**src/rtl/mult_pkg.sv**
```systemverilog
`default_nettype none
// ============================================================================
// Module  : mult_pkg
// Purpose : Shared types and helpers for the pipelined multiplier.
//           - stage_rec_t : one pipeline stage record (valid, mode, operands,
//                           running partial sum), sized for the widest
//                           supported operand so one type serves every WIDTH.
//           - rows_per_stage() : partial-product rows summed per stage.
//           - width_mask()     : low-bit mask helper.
//           - pp_row()         : one partial-product row, already negated
//                                when it carries negative weight.
// Revision: 1.0 - initial release
// ============================================================================
package mult_pkg;

  // Widest operand supported; records carry this many bits and the active
  // WIDTH occupies the low bits, upper bits stay zero.
  localparam int MAX_WIDTH = 64;
  localparam int SUM_W     = 2 * MAX_WIDTH;

  typedef struct packed {
    logic                 valid;
    logic                 sgn;
    logic [MAX_WIDTH-1:0] a;
    logic [MAX_WIDTH-1:0] b;
    logic [SUM_W-1:0]     sum;
  } stage_rec_t;

  function automatic int rows_per_stage(input int width, input int stages);
    return width / stages;
  endfunction

  // Mask with the low 'bits' bits set; bits >= SUM_W yields all ones.
  function automatic logic [SUM_W-1:0] width_mask(input int bits);
    logic [SUM_W-1:0] one;
    one = {{(SUM_W-1){1'b0}}, 1'b1};
    return (one << bits) - one;
  endfunction

  // Contribution of row i to the product, modulo 2^(2*width). The MSB row
  // in signed mode has negative weight, so it is returned already negated
  // and the caller always adds.
  function automatic logic [SUM_W-1:0] pp_row(
    input int                   i,
    input logic                 a_bit,
    input logic [MAX_WIDTH-1:0] b,
    input logic                 sgn,
    input int                   width
  );
    logic [SUM_W-1:0]     lo;
    logic [SUM_W-1:0]     full;
    logic [SUM_W-1:0]     ext;
    logic [SUM_W-1:0]     row;
    logic [SUM_W-1:0]     one;
    logic [MAX_WIDTH-1:0] one_n;
    logic                 b_msb;
    one   = {{(SUM_W-1){1'b0}}, 1'b1};
    one_n = {{(MAX_WIDTH-1){1'b0}}, 1'b1};
    lo    = width_mask(width);
    full  = width_mask(2 * width);
    b_msb = |(b & (one_n << (width - 1)));
    ext   = {{MAX_WIDTH{1'b0}}, b} & lo;
    if (sgn && b_msb) begin
      ext = ext | ~lo;
    end
    row = (ext << i) & full;
    if (!a_bit) begin
      row = '0;
    end else if (sgn && (i == width - 1)) begin
      row = (~row + one) & full;
    end
    return row;
  endfunction

endpackage
`default_nettype wire

```
**src/rtl/mult_pipe_stage.sv**
```systemverilog
`default_nettype none
// ============================================================================
// Module  : mult_pipe_stage
// Purpose : One summing stage of the multiplier pipeline. Adds partial-product
//           rows FIRST_ROW .. FIRST_ROW+ROWS-1 to the incoming running sum and
//           registers the updated record when the pipeline advances.
// Ports   : clk    - rising-edge clock
//           rst    - asynchronous active-high reset
//           adv_i  - pipeline advance enable (global)
//           rec_i  - record from the previous stage
//           rec_o  - registered record for the next stage
// Revision: 1.0 - initial release
// ============================================================================
module mult_pipe_stage
  import mult_pkg::*;
#(
  parameter int WIDTH     = 16,
  parameter int FIRST_ROW = 0,
  parameter int ROWS      = 4
) (
  input  logic       clk,
  input  logic       rst,
  input  logic       adv_i,
  input  stage_rec_t rec_i,
  output stage_rec_t rec_o
);

  localparam logic [SUM_W-1:0]     SUM_MASK = width_mask(2 * WIDTH);
  localparam logic [MAX_WIDTH-1:0] ONE_N    = {{(MAX_WIDTH-1){1'b0}}, 1'b1};

  stage_rec_t rec_d;
  stage_rec_t rec_q;
  logic       a_bit;

  always_comb begin
    rec_d = rec_i;
    a_bit = 1'b0;
    for (int r = 0; r < ROWS; r++) begin
      a_bit     = |(rec_i.a & (ONE_N << (FIRST_ROW + r)));
      rec_d.sum = (rec_d.sum
                   + pp_row(FIRST_ROW + r, a_bit, rec_i.b, rec_i.sgn, WIDTH))
                  & SUM_MASK;
    end
  end

  always_ff @(posedge clk or posedge rst) begin
    if (rst) begin
      rec_q <= '0;
    end else if (adv_i) begin
      rec_q <= rec_d;
    end
  end

  assign rec_o = rec_q;

endmodule
`default_nettype wire

```
**src/rtl/multiplier_pipe.sv**
```systemverilog
`default_nettype none
// ============================================================================
// Module  : multiplier_pipe
// Purpose : Pipelined WIDTH x WIDTH multiplier, signed or unsigned per
//           transaction, with valid/ready handshake and global-stall
//           backpressure. Input register followed by STAGES summing stages;
//           latency STAGES+1, one product per cycle.
// Params  : WIDTH  - operand width, 2..64
//           STAGES - summing stages, must divide WIDTH
// Ports   : clk       - rising-edge clock
//           rst       - asynchronous active-high reset
//           in_valid  - operand pair present
//           in_ready  - operands accepted this cycle
//           in_signed - 1 = two's-complement operands
//           a, b      - operands (WIDTH)
//           out_valid - y holds a product
//           out_ready - consumer takes y this cycle
//           y         - full 2*WIDTH product
// Revision: 1.0 - initial release
// ============================================================================
module multiplier_pipe
  import mult_pkg::*;
#(
  parameter int WIDTH  = 16,
  parameter int STAGES = 4
) (
  input  logic               clk,
  input  logic               rst,
  input  logic               in_valid,
  output logic               in_ready,
  input  logic               in_signed,
  input  logic [WIDTH-1:0]   a,
  input  logic [WIDTH-1:0]   b,
  output logic               out_valid,
  input  logic               out_ready,
  output logic [2*WIDTH-1:0] y
);

  localparam int ROWS = rows_per_stage(WIDTH, STAGES);

  logic       adv;
  stage_rec_t in_d;
  stage_rec_t in_q;
  stage_rec_t pipe [STAGES+1];
  logic       unused_tail;

  // Whole pipeline moves together; a stalled output freezes every stage,
  // bubbles included.
  assign adv      = !out_valid || out_ready;
  assign in_ready = adv;

  // Input register: since in_ready == adv, valid here is in_valid && in_ready.
  always_comb begin
    in_d = in_q;
    if (adv) begin
      in_d.valid = in_valid;
      in_d.sgn   = in_signed;
      in_d.a     = MAX_WIDTH'(a);
      in_d.b     = MAX_WIDTH'(b);
      in_d.sum   = '0;
    end
  end

  always_ff @(posedge clk or posedge rst) begin
    if (rst) begin
      in_q <= '0;
    end else begin
      in_q <= in_d;
    end
  end

  assign pipe[0] = in_q;

  for (genvar k = 0; k < STAGES; k++) begin : g_stage
    mult_pipe_stage #(
      .WIDTH    (WIDTH),
      .FIRST_ROW(k * ROWS),
      .ROWS     (ROWS)
    ) u_stage (
      .clk  (clk),
      .rst  (rst),
      .adv_i(adv),
      .rec_i(pipe[k]),
      .rec_o(pipe[k+1])
    );
  end

  assign out_valid = pipe[STAGES].valid;
  assign y         = pipe[STAGES].sum[2*WIDTH-1:0];

  // Operands and mode are not needed past the last stage.
  assign unused_tail = ^{pipe[STAGES].sgn, pipe[STAGES].a,
                         pipe[STAGES].b, pipe[STAGES].sum};

endmodule
`default_nettype wire

```
**config.mk**
```make
export PLATFORM = sky130hd
export DESIGN_NAME = multiplier_pipe
export DESIGN_NICKNAME = d
export VERILOG_FILES = /design/src/rtl/mult_pkg.sv /design/src/rtl/mult_pipe_stage.sv /design/src/rtl/multiplier_pipe.sv
export SDC_FILE = /design/constraint.sdc
export NUM_CORES = 1
export LEC_CHECK = 0
export CAP_MARGIN = 25
export CORE_MARGIN = 10
export CORE_UTILIZATION = 35
export DETAILED_ROUTE_END_ITERATION = 12
export SYNTH_ARGS = -nofsm -noshare
export SYNTH_HDL_FRONTEND = slang
export SYNTH_SLANG_ARGS = --single-unit
```
**constraint.sdc**
```tcl
create_clock -name clk -period 18.48 [get_ports clk]
set_input_delay 3.696 -clock clk [delete_from_list [all_inputs] [get_ports clk]]
set_output_delay 3.696 -clock clk [all_outputs]
set_load 0.05 [all_outputs]
```
==> impl_metrics.csv, run 1 <==
group,metric,value,unit
flow_run,maxCapViolCount,0,
run_status,status,"completed",
place,pre_cts_ws,8.700,ns
routing,antenna_left,0,
grt,grt_overflow_total,0,
grt,grt_use_total,0.1251,
routing,drt-initial-drc-count,644,
grt,grt_first_pass_wirelength,71.89,mm
die,floorplan.core_area,55420,um^2
place,place_hpwl,31.00,mm
place,numPortBuffers,70,
clock_tree,clock_tree.htree_level_count,1,
die,start_util,0.3560,
routing,drt-total-wl,41.11,mm
timing,finalSetupViolCount,0,
worst_hold_path,whs_path_depth,2,
yosys,ys_dominant_reg_cell,"sky130_fd_sc_hd__dfrtp_1",
clock_tree,postCtsSetupBuffers,0,
grt,grt_antenna_before_repair,0,
setup_path,path_buf_inv,4,
cells_and_area,finish.utilization,0.3992,
routing,num_vias,14150,
setup_path,cpMaxStageDelayCell,"sky130_fd_sc_hd__clkdlybuf4s50_1",
setup_path,worstRegToRegCells,18,
timing,final_critical_path_setup_slack,8.767,ns
yosys,netlist-cell-type-count,58,
routing,routedWlPerCell,13.46,um
timing,timing_max_transition_violations_final,0,
die,rows,86,
die,die_width,257.4,um
yosys,syn_area_per_cell,8.748,um^2
timing,slew_limit_headroom,0.4236,
cells_and_area,synthToLayoutAreaGrowth,12.15,%
timing,grt_setup_unrepaired,"false",
cells_and_area,sequential_cell_area,6031,um^2
setup_path,critical_path_peak_fanout,117,
timing,tightestPinTransition,0.8646,ns
cells_and_area,fraction_of_final_layout_cells_sized_beyond_drive_strength_1,0.02733,
die,die-area,66260,um^2
cells_and_area,total_number_of_nets_in_the_final_design,2625,
timing,hold_viol,0,
clock_tree,cts_hold_repair.buffers,0,
timing,clock-skew-final,0.009540,ns
setup_path,worstSetupEndpointType,"output pin",
routing,vias_per_cell,4.635,
setup_path,path_delay_family,"buffers and inverters",
yosys,ys_seq_area_frac,0.3057,
clock_tree,tritoncts,"built",
grt,grt_start_max_net_pins,144,
clock_tree,clock_sink_count,241,
die,top_level_ports,71,
cells_and_area,diodes,0,
setup_path,cp_data_required_time,14.78,ns
timing,post-route-period-util,0.5256,
setup_path,cp_num_cells,5,
timing,fmaxAchievable,0.1030,GHz
setup_path,critPathMaxStageDelay,0.93,ns
cells_and_area,fillers,5608,
clock_tree,numCtsBuffers,29,
routing,drt_first_pass_iters,5,
yosys,synth_warnings,0,
routing,drcViolationCount,0,
setup_path,crit_path_cell_trace,"clkdlybuf4s50_1, nor2b_4, buf_4, inv_8, clkdlybuf4s50_1",
yosys,synth-seq-cells,241,
clock_tree,worst_setup_hold_path_clk_slew,0.06,ns
die,floorplan.die.height,257.4,um
clock_tree,worst_skew_pair.late_latency,0.57,ns
setup_path,timing_worst_setup_path_type,"in -> out",
cells_and_area,multi_input_area,12170,um^2
place,detailed_place.area,21160,um^2
clock_tree,ctsLongestPathBuffers,3,
place,gp_congestion,0.8116,
clock_tree,post_cts_resized,0,
timing,final_period_minus_worst_setup_slack,9.713,ns
setup_path,critical_path.most_common_cell,"sky130_fd_sc_hd__clkdlybuf4s50_1",
worst_hold_path,hp-class,"reg -> reg",
yosys,synth_fp_nets,2596,
clock_tree,ctsRootBufferMaster,"sky130_fd_sc_hd__clkbuf_16",
timing,fin_tns_setup,0,ns
yosys,synth-async-reset-ratio,1.000,
setup_path,worst-endpoint-arrival,6.02,ns
cells_and_area,non_filler_cell_area_final,22120,um^2
yosys,synthesis.instances,2255,
grt,first_global_vias,14780,
setup_path,timing.critical_path.from_type,"primary input",
yosys,netlist_area,19730,um^2
yosys,synth_enable_flop_cells,0,
[flip-flops by register name, indices dropped and copies added (netlist names)]
register	count
g_stage.u_stage.rec_o	207
in_q	34
[worst register-to-register path, cell delays in order (launching register included)]
cell	delay (ns)
sky130_fd_sc_hd__dfrtp_1	0.71
sky130_fd_sc_hd__and2_1	0.24
sky130_fd_sc_hd__fa_1	0.43
sky130_fd_sc_hd__fa_1	0.49
sky130_fd_sc_hd__inv_1	0.05
sky130_fd_sc_hd__fa_1	0.48
sky130_fd_sc_hd__inv_1	0.04
sky130_fd_sc_hd__ha_1	0.20
sky130_fd_sc_hd__inv_1	0.09
sky130_fd_sc_hd__fa_1	0.25
sky130_fd_sc_hd__nor2b_4	0.06
sky130_fd_sc_hd__o31a_1	0.26
sky130_fd_sc_hd__o41a_1	0.43
sky130_fd_sc_hd__a41oi_2	0.32
sky130_fd_sc_hd__o2111ai_1	0.27
sky130_fd_sc_hd__a31oi_2	0.32
sky130_fd_sc_hd__o21ai_1	0.13
sky130_fd_sc_hd__or4b_1	0.48
sky130_fd_sc_hd__nand3_1	0.09
[path summary, 6_finish.rpt]
check | slack [ns] | start | to
hold reg to reg | 0.46 | g_stage[3].u_stage.rec_o[15] | g_stage[3].u_stage.rec_o[15]
hold / removal | 0.46 | g_stage[3].u_stage.rec_o[15] | g_stage[3].u_stage.rec_o[15]
setup / recovery | 8.77 | out_ready | in_ready
min in group asynchronous | 3.61 | rst | in_q[196]
max in group asynchronous | 13.01 | rst | g_stage[3].u_stage.rec_o[22]
setup reg to reg | 13.08 | g_stage[0].u_stage.rec_o[198] | g_stage[1].u_stage.rec_o[29]
[through the flow]
| stage | instances | hold slack (ns) |
|---|---|---|
| 2_1_floorplan | 2255 | 0.4300 |
| 3_3_place_gp | 3000 | 0.4427 |
| 3_5_place_dp | 3000 | 0.4531 |
| 4_1_cts | 3052 | 0.4670 |
| 5_1_grt | 3053 | 0.4767 |
| 6_report | 3053 | 0.4630 |
[layer usage]
layer | track usage | part of all wire | up-vias
met5 | 0 | 0 | -
met4 | 0.02385 | 0.018 | 0
met3 | 0.01801 | 0.030 | 43
met2 | 0.2111 | 0.47 | 148
met1 | 0.1688 | 0.48 | 6894
li1 | - | - | 7066
[kinds of logic (layout without fill, tap and decap cells)]
logic type | count (synthesis) | after routing | synth area share
buffers and inverters | 409 | 459 | 0.07782
AND/OR/NAND/NOR | 949 | 949 | 0.2205
multiplexers | 2 | 2 | 0.001078
adder cells (fa/ha/maj) | 304 | 304 | 0.2731
XOR/XNOR | 79 | 79 | 0.03507
flip-flops | 241 | 241 | 0.3057
AO/OA/AOI/OAI | 271 | 271 | 0.08677
[Yosys cell counts, drive strengths merged (11+ instances only)]
master	number	area, um^2
inv	328	1231
xor2	34	297.8
o21bai	11	82.58
clkbuf	78	292.8
fa	211	4224
a21o	23	172.7
xnor2	45	394.1
ha	93	1164
o31ai	14	105.1
o21a	23	172.7
o21ai	65	325.3
nor2	67	251.5
nand3	26	130.1
a21oi	79	395.4
nand2	564	2117
and3	13	81.33
and2	209	1308
a211oi	12	90.09
dfrtp	241	6031
nor3	17	85.08
[layout make-up]
| cell class | instances | area share |
|---|---|---|
| tap | 748 | 0.04230 |
| sequential | 241 | 0.2726 |
| multi-input combinational | 1605 | 0.5501 |
| clock inverter | 15 | 0.007918 |
| inverter | 328 | 0.05633 |
| clock buffer | 37 | 0.03461 |
| timing repair buffer | 79 | 0.03620 |
[cells in the final DEF, fill, tap and decap left out, types with 5 or more instances in the layout]
master / instances
sky130_fd_sc_hd__a31oi_1: 9
sky130_fd_sc_hd__xor2_1: 34
sky130_fd_sc_hd__buf_4: 7
sky130_fd_sc_hd__and2_1: 209
sky130_fd_sc_hd__o31ai_1: 14
sky130_fd_sc_hd__a211oi_1: 12
sky130_fd_sc_hd__o21bai_1: 11
sky130_fd_sc_hd__nand2b_1: 10
sky130_fd_sc_hd__nor3_1: 17
sky130_fd_sc_hd__nor2b_1: 7
sky130_fd_sc_hd__o21ai_0: 64
sky130_fd_sc_hd__a21oi_1: 79
sky130_fd_sc_hd__xnor2_1: 45
sky130_fd_sc_hd__clkbuf_16: 29
sky130_fd_sc_hd__inv_1: 326
sky130_fd_sc_hd__nand3_1: 26
sky130_fd_sc_hd__ha_1: 93
sky130_fd_sc_hd__or3_1: 9
sky130_fd_sc_hd__nor2_1: 67
sky130_fd_sc_hd__o21a_1: 23
sky130_fd_sc_hd__fa_1: 211
sky130_fd_sc_hd__a21o_1: 23
sky130_fd_sc_hd__and3_1: 13
sky130_fd_sc_hd__nand4b_1: 5
sky130_fd_sc_hd__dfrtp_1: 241
sky130_fd_sc_hd__nand2_1: 564
sky130_fd_sc_hd__clkbuf_1: 7
sky130_fd_sc_hd__clkdlybuf4s50_1: 70
sky130_fd_sc_hd__o22ai_1: 5
Power of run 1 is not shown: default switching activity piles up to over one toggle a cycle in this logic, so the estimate is an artifact.
==> run 2: changes to the inputs <==
clock period = 9.4 ns   (was 18.48 ns; I/O delays follow)
==> run 2 against run 1 <==
Compared with the run above: design area up 0.29%; clock-buffer cell count down 3; non-clock buffer count down 1; sequential share of layout area down 0.078 points; flip-flop and latch count unchanged; wire length down 1.6%; clock skew up 0.0074 ns; via count up 0.16%; register-to-register slack worse by 9.1 ns; critical endpoint unchanged; highest routed layer unchanged.
==> impl_metrics.csv, run 2 (same netlist as run 1, synthesis figures left out) <==
group,metric,value,unit
run_status,status,"completed",
place,place_inst,2999,
clock_tree,worst_skew_pair.late_latency,0.57,ns
place,pre_cts_ws,3.101,ns
die,die-area,66260,um^2
grt,grt_use_total,0.1232,
clock_tree,ctsRootBufferMaster,"sky130_fd_sc_hd__clkbuf_16",
timing,slew_limit_headroom,0.3555,
die,rows,86,
cells_and_area,mostFrequentLayoutCell,"sky130_fd_sc_hd__nand2_1",
cells_and_area,commonest_non_fill_non_tap_cells_in_the_layout,"sky130_fd_sc_hd__nand2_1 (564), sky130_fd_sc_hd__inv_1 (326), sky130_fd_sc_hd__dfrtp_1 (241)",
cells_and_area,diodes,0,
clock_tree,worst_setup_hold_path_clk_slew,0.06,ns
setup_path,worst-endpoint-arrival,4.34,ns
timing,tightestPinTransition,0.9667,ns
routing,drt-total-wl,40.46,mm
routing,routedWlPerCell,13.27,um
worst_hold_path,hp-class,"reg -> reg",
flow_run,maxCapViolCount,0,
setup_path,worstRegToRegCells,18,
die,start_util,0.3560,
timing,clock-skew-final,0.01699,ns
clock_tree,postCtsSetupBuffers,0,
cells_and_area,finish.utilization,0.4004,
grt,first_global_vias,14680,
cells_and_area,synthToLayoutAreaGrowth,12.47,%
cells_and_area,sequential_cell_area,6031,um^2
routing,drt-initial-drc-count,671,
cells_and_area,total_number_of_nets_in_the_final_design,2623,
routing,antenna_left,0,
setup_path,crit-reg2reg-launch,"g_stage[0].u_stage.rec_o[197]",
die,top_level_ports,71,
timing,fin_tns_setup,0,ns
worst_hold_path,timing.hold.worst_endpoint,"g_stage[3].u_stage.rec_o[257]",
routing,vias_per_cell,4.647,
timing,final_critical_path_setup_slack,3.177,ns
die,die_width,257.4,um
place,gp_congestion,0.8180,
clock_tree,cts_hold_repair.buffers,0,
cells_and_area,fillers,5542,
place,place_hpwl,30.51,mm
clock_tree,post_cts_resized,0,
timing,final_period_minus_worst_setup_slack,6.223,ns
worst_hold_path,holdCritStartpoint,"g_stage[2].u_stage.rec_o[257]",
cells_and_area,multi_input_area,12170,um^2
setup_path,timing_worst_setup_path_type,"in -> out",
clock_tree,clock_sink_count,241,
place,numPortBuffers,70,
clock_tree,clock_tree.htree_level_count,1,
timing,fmaxAchievable,0.1607,GHz
die,floorplan.die.height,257.4,um
clock_tree,tritoncts,"built",
die,floorplan.core_area,55420,um^2
routing,drt_first_pass_iters,5,
timing,finalSetupViolCount,0,
setup_path,cp_data_required_time,7.52,ns
grt,grt_overflow_total,0,
setup_path,critical_path_peak_fanout,173,
grt,grt_start_max_net_pins,174,
grt,grt_antenna_before_repair,0,
timing,post-route-period-util,0.6620,
grt,grt_first_pass_wirelength,70.84,mm
routing,num_vias,14170,
worst_hold_path,whs_path_depth,1,
cells_and_area,largest_register_ffs,207,
clock_tree,numCtsBuffers,28,
setup_path,ff2ff_setup_slack,4.01,ns
timing,grt_setup_unrepaired,"false",
setup_path,timing.critical_path.from_type,"primary input",
clock_tree,ctsLongestPathBuffers,3,
setup_path,worstSetupEndpointType,"output pin",
timing,hold_viol,0,
cells_and_area,final_cells,3050,
cells_and_area,fraction_of_final_layout_cells_sized_beyond_drive_strength_1,0.02867,
setup_path,regToRegEndpoint,"g_stage[1].u_stage.rec_o[29]",
routing,drcViolationCount,0,
timing,timing_max_transition_violations_final,0,
[run 2: cell types whose count changed in the layout (fill, tap and decap cells not counted), moves of 2 or more]
cell	before	now
sky130_fd_sc_hd__bufinv_16	3	5
sky130_fd_sc_hd__inv_6	1	3
sky130_fd_sc_hd__clkinv_4	3	1
sky130_fd_sc_hd__clkbuf_8	1	4
sky130_fd_sc_hd__clkbuf_1	7	1
[run 2: cell type report]
cell class / count / area share
clock buffer: 34 / 0.03536
clock inverter: 16 / 0.01026
inverter: 328 / 0.05617
multi-input combinational: 1605 / 0.5485
sequential: 241 / 0.2718
tap: 748 / 0.04218
timing repair buffer: 78 / 0.03575
[run 2: through the flow]
step / area [um^2] / hold slack (ns)
finish: 22190 / 0.4535
global placement: 21150 / 0.4402
floorplan: 19730 / 0.4300
global route: 22190 / 0.4834
CTS: 22160 / 0.4595
detailed placement: 21150 / 0.4531
[run 2: per-layer routing]
layer	up-vias	global-route usage	part of all wire
li1	7068	-	-
met4	0	0.02222	0.015
met3	39	0.01781	0.029
met1	6923	0.1682	0.49
met5	-	0	0
met2	144	0.2062	0.47
[run 2: worst max-delay path, stage by stage]
cell	delay (ns)
sky130_fd_sc_hd__clkdlybuf4s50_1	0.51
sky130_fd_sc_hd__nor2b_4	0.05
sky130_fd_sc_hd__buf_4	0.25
sky130_fd_sc_hd__inv_8	0.67
sky130_fd_sc_hd__clkdlybuf4s50_1	0.96
[run 2: how the worst max path moves through the flow]
stage                         start                     endpoint
after detailed placement  out_ready                     in_ready
final                     out_ready                     in_ready
after floorplan                 rst  g_stage[0].u_stage.rec_o[0]
after global placement    out_ready                     in_ready
after CTS                 out_ready                     in_ready
after global routing      out_ready                     in_ready
Power of run 2 is left out for the same reason.
